===== src/rtl/clock_divider.sv =====
// Power-of-two clock divider: a free-running COUNTER_SIZE-bit counter whose MSB is the output clock.
// Output comes straight from a flip-flop so it is glitch-free, with exact 50% duty.
module clock_divider #(
  parameter int unsigned COUNTER_SIZE = 4
) (
  input  logic clk_in,
  input  logic reset_n,
  output logic clk_out
);

  // Power-up value lets the divider run correctly even if reset is never asserted.
  logic [COUNTER_SIZE-1:0] cnt_q = '0;
  logic [COUNTER_SIZE-1:0] cnt_d;

  always_comb begin
    cnt_d = cnt_q + COUNTER_SIZE'(1);
  end

  always_ff @(posedge clk_in or negedge reset_n) begin
    if (!reset_n) begin
      cnt_q <= '0;
    end else begin
      cnt_q <= cnt_d;
    end
  end

  assign clk_out = cnt_q[COUNTER_SIZE-1];

endmodule


===== config.mk =====
export PLATFORM = sky130hd
export DESIGN_NAME = clock_divider
export DESIGN_NICKNAME = d
export VERILOG_FILES = /design/src/rtl/clock_divider.sv
export SDC_FILE = /design/constraint.sdc
export NUM_CORES = 1
export LEC_CHECK = 0
export CORE_AREA = 8 8 45 47
export DETAILED_ROUTE_END_ITERATION = 6
export DIE_AREA = 0 0 53 55
export PLACE_DENSITY = 0.37
export SLEW_MARGIN = 20
export SYNTH_ARGS = -nofsm -noshare
export SYNTH_HDL_FRONTEND = slang
export SYNTH_SLANG_ARGS = --single-unit

===== constraint.sdc =====
create_clock -name clk_in -period 0.9 [get_ports clk_in]
set_input_delay 0.09 -clock clk_in [delete_from_list [all_inputs] [get_ports clk_in]]
set_output_delay 0.09 -clock clk_in [all_outputs]
set_load 0.005 [all_outputs]

Yosys cells after proc, flatten, opt, wreduce, memory -nomap -nowiden
Index checks and enable logic that the tools add are counted.
- mux-type cells: 0
- reduce and logical (&&, ||, !) cells: 0
- $lt $le $gt $ge: 0
- add/sub/neg operators: 1
- divide/modulo/power cells: 0
- bitwise logic cells: 0
- shifts and indexed selects: 0
- multiply operators: 0
- equality and inequality tests: 0
- operator list (operator ; count):
    $add 4x1->4 const B ; 1
- ROM bits: 0
- output and inout port bits: 1
- input port bits: 2
- memories kept: 0
- RAM bits: 0
- word-level logic and storage cells: 2
- flip-flop bits (word level): 4
- latch bits: 0

Depth between registers and ports, before layout
Gate-level depths: netlist (run 1).
- depth in word-level cells: 1
- mapped depth: 2
- mapped depth without buffers: 2

Worst setup path before layout (run 1)
OpenSTA, ideal clock, no wires.
- path type: register -> register
- from: reg cnt_q[0]
- to: reg cnt_q[2]
- setup time: 123 ps
- path slack: 63 ps
- path buffers: 0
- stages on the path, launching flop included: 3
- arrival: 714 ps
- period minus slack after synthesis: 837 ps
- data required time: 777 ps
- cells stage by stage: dfrtp_1 ha_1 xor2_1
- cells in the longest elaborated chain, start to end: 1
- RTL lines (item ; RTL line ; source):
    from (decl) ; 12 ; logic [COUNTER_SIZE-1:0] cnt_q = '0;
    from (signal assigned) ; 23 ; cnt_q <= cnt_d;
    $add 4x1->4 ; 16 ; cnt_d = cnt_q + COUNTER_SIZE'(1);
    net cnt_d[2] ; 13 ; logic [COUNTER_SIZE-1:0] cnt_d;
The timed path passes the listed nets, and every way through them passes these cells.

Final worst setup path (run 1)
Same ends and word-level chain as after synthesis.

==> flow_metrics.env, run 1 <==
export IMPL_syn_area_per_cell_um2=16.0
export IMPL_worstSetupEndpointType="register"
export IMPL_antenna_cells=0
export IMPL_wl_per_cell_um=7.88
export IMPL_antenna_found_initial=0
export IMPL_grt_max_degree=5
export IMPL_first_pass_iters=2
export IMPL_grt_pass1_vias=105
export IMPL_fill_cells=148
export IMPL_period_share=0.939
export IMPL_cts_inserted_buffers=3
export IMPL_regArea_um2=100
export IMPL_largest_reg_flops=4
export IMPL_syn_to_final_growth_pct=55.7
export IMPL_arrival_ns=0.96
export IMPL_crit_type="register to register"
export IMPL_dieArea_um2=2920
export IMPL_leakagePower_nw=0.119
export IMPL_startpoint_type="register"
export IMPL_irDropWorstVdd_v=0.000566
export IMPL_clkSinkCount=4
export IMPL_synth_edf_count=0
export IMPL_grt_pass1_wl_um=441
export IMPL_wl_um=260
export IMPL_total_power_mw=0.405
export IMPL_vias_per_cell=2.88
export IMPL_synth_cells=9
export IMPL_design_core_area_um2=1380
export IMPL_ys_flop_type="dfrtp_1"
export IMPL_top_regs="cnt_q: 4 flops"
export IMPL_htree_num_levels=1
export IMPL_clk_pin_slew_ns=0.04
export IMPL_rsz0062_at_grt="no"
export IMPL_cts_tree="built"
export IMPL_nNetsFinal=22
export IMPL_gp_congestion=0.528
export IMPL_ys_ff_latch=4
export IMPL_worstHoldPathType="input pin to async pin"
export IMPL_track_usage=0.0279
export IMPL_hold_violations=0
export IMPL_power_density_nw_per_um2=1810
export IMPL_drtIter0Drc=3
export IMPL_clock_fmax_mhz=1180
export IMPL_ant_nets=0
export IMPL_slew_limit_headroom=0.872
export IMPL_status="finished clean"
export IMPL_finalClockSkew_ns=0.000245
export IMPL_root_buffer="clkbuf_4"
export IMPL_worstReg2RegStart="cnt_q[0]$_DFF_PN0_"
export IMPL_die_y_um=55
export IMPL_cap_violations=0
export IMPL_ys_seq_area_frac=0.696
export IMPL_instances_no_fill=33
export IMPL_yosysWarnings=0
export IMPL_syn_num_nets=12
export IMPL_die_x_um=53
export IMPL_fp_row_count=14
export IMPL_cp_max_fo=2
export IMPL_cts_buffer_depth=2
export IMPL_initial_core_util=0.104
export IMPL_syn_area_um2=144
export IMPL_utilization=0.162
export IMPL_async_flop_share=1.00
export IMPL_multi_input_area_um2=40.0
export IMPL_synth_area_leader_cell="dfrtp_1"
export IMPL_grt_overflow_total=0
export IMPL_synth_most_common_cell="dfrtp_1"
export IMPL_tns_ns=0
export IMPL_cp_required_ns=1.01
export IMPL_setup_violations=0
export IMPL_slew_violations=0
export IMPL_synthTopCellsByArea="dfrtp_1 70%, ha_1 8.7%, nand3_2 7.0%"
export IMPL_synth_distinct_cells=6
export IMPL_synth_top_area_frac=0.696
export IMPL_vias=95
export IMPL_cp_startpoint="cnt_q[0]$_DFF_PN0_"
export IMPL_regMostFlops="cnt_q"
export IMPL_drc=0
export IMPL_worst_slew_pin_slew_ns=0.191
export IMPL_dp_cells=29
export IMPL_clock_latency_ns=0.23
export IMPL_boundaryPins=3
export IMPL_drive_gt1_frac=0.471
export IMPL_io_buffers=2
export IMPL_period_minus_slack_ns=0.845
==> through the flow <==
step	setup WS (ns)	hold slack (ns)	area [um^2]
after floorplan	0.0633	-0.206	144
after global placement	-0.0156	0.304	199
after detailed placement	-0.0157	0.316	199
after CTS	0.0541	0.0692	224
after global routing	0.0271	0.0705	224
final	0.0550	0.0656	224
==> critical path, stage by stage, from the launching register on <==
cell     delay, ns
dfrtp_1       0.38
ha_1          0.21
xor2_1        0.14
==> placed cells by master (no fill, tap or decap), drive strengths merged <==
cell           instances
dfrtp                  4
buf                    4
ha                     1
xor2                   1
clkdlybuf4s50          1
xnor2                  1
clkbuf                 3
inv                    1
nand3                  1
==> path summary, 6_finish.rpt <==
path,endpoint,slack [ns],depth (start not counted)
max,cnt_q[2]$_DFF_PN0_,0.05,2
min reg2reg,cnt_q[2]$_DFF_PN0_,0.49,1
max reg2reg,cnt_q[2]$_DFF_PN0_,0.05,2
min in group clk_in,cnt_q[2]$_DFF_PN0_,0.49,1
min,cnt_q[3]$_DFF_PN0_,0.07,1
max in group asynchronous,cnt_q[2]$_DFF_PN0_,0.67,1
==> layer usage <==
layer / vias up / wire [um] / global-route usage
li1: 44 / - / -
met1: 46 / 120 / 0.0214
met4: 0 / 0 / 0.0259
met2: 5 / 92 / 0.0254
met5: - / 0 / 0
met3: 0 / 47 / 0.0481
==> area by class of cell <==
cell class                 instances  share of cell area
inverter                           1              0.0168
multi-input combinational          4               0.179
tap                               16              0.0894
clock buffer                       3               0.101
timing repair buffer               5               0.168
sequential                         4               0.447
==> timing repair <==
action | 4_1_cts | 5_1_grt
setup buffers | 1 | 0
hold buffers | 0 | 0
resized for setup | 4 | 0
endpoints found under the setup margin | 1 | 0
==> where the power goes <==
part	switching, mW	total [mW]	leakage (nW)	internal [mW]
sequential	0	0.181	0.0518	0.181
combinational	0.00337	0.00722	0.0537	0.00386
clock	0.0681	0.217	0.0138	0.149
total	0.0715	0.405	0.119	0.334
==> cells by family after synthesis <==
group | share of synthesized area
AND/OR/NAND/NOR | 0.0696
XOR/XNOR | 0.122
adder cells (fa/ha/maj) | 0.0869
flip-flops | 0.696
buffers and inverters | 0.0261
No activity file was read; power rests on OpenSTA's default activity.
==> run 2: changes to the inputs <==
CELL_PAD_IN_SITES_DETAIL_PLACEMENT = 1   (was unset)
CELL_PAD_IN_SITES_GLOBAL_PLACEMENT = 2   (was unset)
PLACE_DENSITY = 0.43   (was 0.37)
==> run 2 against run 1 <==
  * Final cell count fell by 3.0%
  * Clock skew is 0.0044 ns higher
  * Power grew 0.20%
  * Register-to-register slack about the same
  * Utilization down 0.54 points
  * Design area down 3.4%
  * First-iteration DRC count down 100%
  * Fmax grew 0.99%
  * Critical path depth stayed put
  * Critical endpoint unchanged
  * Largest cell class unchanged
==> flow_metrics.env, run 2 (synthesis gave the netlist of run 1 again) <==
export IMPL_pwr_share_seq=0.446
export IMPL_vias=89
export IMPL_grt_pass1_wl_um=483
export IMPL_worstSetupEndpointType="register"
export IMPL_status="finished clean"
export IMPL_p_sw_frac=0.178
export IMPL_period_minus_slack_ns=0.837
export IMPL_die_x_um=53
export IMPL_antenna_cells=0
export IMPL_slew_limit_headroom=0.872
export IMPL_drive_gt1_frac=0.438
export IMPL_final_cell_mix="4 x dfrtp_1, 3 x clkbuf_4, 2 x buf_4"
export IMPL_cap_violations=0
export IMPL_drtIter0Drc=0
export IMPL_hold_violations=0
export IMPL_ant_nets=0
export IMPL_cp_required_ns=1.02
export IMPL_arrival_ns=0.95
export IMPL_cellInternalPower_mw=0.334
export IMPL_cp_max_fo=2
export IMPL_die_y_um=55
export IMPL_critical_path_max_stage_delay_ns=0.39
export IMPL_regMostFlops="cnt_q"
export IMPL_p_comb_frac=0.018
export IMPL_utilization=0.156
export IMPL_syn_to_final_growth_pct=50.4
export IMPL_r2r_setup_slack_ns=0.06
export IMPL_wl_um=262
export IMPL_mostFrequentLayoutCell="dfrtp_1"
export IMPL_worst_slew_pin_slew_ns=0.192
export IMPL_boundaryPins=3
export IMPL_cts_inserted_buffers=3
export IMPL_grt_overflow_total=0
export IMPL_nNetsFinal=21
export IMPL_clock_fmax_mhz=1200
export IMPL_worstHoldPathType="input pin to async pin"
export IMPL_antenna_found_initial=0
export IMPL_grt_max_degree=5
export IMPL_startpoint_type="register"
export IMPL_wl_per_cell_um=8.19
export IMPL_first_pass_iters=1
export IMPL_gp_congestion=0.529
export IMPL_initial_core_util=0.104
export IMPL_track_usage=0.0274
export IMPL_cts_buffer_depth=2
export IMPL_grt_pass1_vias=111
export IMPL_root_buffer="clkbuf_4"
export IMPL_fp_row_count=14
export IMPL_clock_latency_ns=0.23
export IMPL_power_density_nw_per_um2=1870
export IMPL_cts_tree="built"
export IMPL_leakagePower_nw=0.114
export IMPL_power_switching_mw=0.0723
export IMPL_finalClockSkew_ns=0.00461
export IMPL_io_buffers=2
export IMPL_fill_cells=154
export IMPL_clkSinkCount=4
export IMPL_setup_violations=0
export IMPL_dieArea_um2=2920
export IMPL_cp_cell_sequence="ha_1 > xor2_1"
export IMPL_design_core_area_um2=1380
export IMPL_crit_type="register to register"
export IMPL_drc=0
export IMPL_period_share=0.930
export IMPL_largest_reg_flops=4
export IMPL_clk_pin_slew_ns=0.04
export IMPL_htree_num_levels=1
export IMPL_slew_violations=0
export IMPL_irDropWorstVdd_v=0.000599
export IMPL_rsz0062_at_grt="no"
export IMPL_critPathSlowestCell="dfrtp_1"
export IMPL_vias_per_cell=2.78
export IMPL_whs_ns=0.0619
export IMPL_top_regs="cnt_q: 4 flops"
export IMPL_pwr_share_clk=0.536
-- run 2: changes by cell type in the layout (fill, tap and decap cells not counted) --
cell and change:
buf_4 -1
-- run 2: worst max-delay path, delay by kind of cell (launching register included) --
| family | cells | cell delay, ns |
|---|---|---|
| DFF | 1 | 0.39 |
| adders and majority gates | 1 | 0.20 |
| xor gates and xnor gates | 1 | 0.14 |
-- run 2: worst paths after layout --
| kind | cells past startpoint | start | to |
|---|---|---|---|
| worst min-delay path | 1 | reset_n | cnt_q[2]$_DFF_PN0_ |
| worst min register to register | 1 | cnt_q[2]$_DFF_PN0_ | cnt_q[2]$_DFF_PN0_ |
| worst max register to register | 2 | cnt_q[1]$_DFF_PN0_ | cnt_q[2]$_DFF_PN0_ |
| max in group asynchronous | 1 | reset_n | cnt_q[1]$_DFF_PN0_ |
| worst max-delay path | 2 | cnt_q[1]$_DFF_PN0_ | cnt_q[2]$_DFF_PN0_ |
| min in group clk_in | 1 | cnt_q[2]$_DFF_PN0_ | cnt_q[2]$_DFF_PN0_ |
-- run 2: layer usage --
layer	share of wire	wire, um	vias to the layer above	track usage
met1	0.46	120	42	0.0245
met2	0.35	92	5	0.0293
met4	0	0	0	0.0129
li1	-	-	42	-
met3	0.19	49	0	0.0428
met5	0	0	-	0
-- run 2: timing repair --
action,in CTS,in global routing
resized for setup,4,0
buffers inserted,0,0
setup endpoints to repair,1,0
hold buffers,0,0
-- run 2: layout make-up --
| class | instances | area, um^2 | area share |
|---|---|---|---|
| multi-input cells | 4 | 40.0 | 0.185 |
| repair buffers | 4 | 30.0 | 0.139 |
| flip-flops and latches | 4 | 100 | 0.462 |
| well taps | 16 | 20.0 | 0.0925 |
| inverters | 1 | 3.75 | 0.0173 |
| clock buffers | 3 | 22.5 | 0.104 |
-- run 2: stage by stage --
step	setup slack (ns)	std cells	setup TNS [ns]	instance area (um^2)	total power [mW]
after global placement	-0.0148	29	-0.0148	199	0.190
after detailed placement	-0.0210	29	-0.0210	199	0.191
after global routing	0.0165	32	0	216	0.429
after CTS	0.0577	32	0	216	0.420
final	0.0633	32	0	216	0.406
after floorplan	0.0633	9	0	144	0.183
-- run 2: power groups by stage --
stage,clock network [mW],logic (mW),registers (mW)
detailed placement,0,0.00750,0.183
floorplan,0,0.0000000292,0.183
finish,0.218,0.00725,0.181
CTS,0.231,0.00760,0.181
global route,0.240,0.00812,0.181
global placement,0,0.00721,0.183
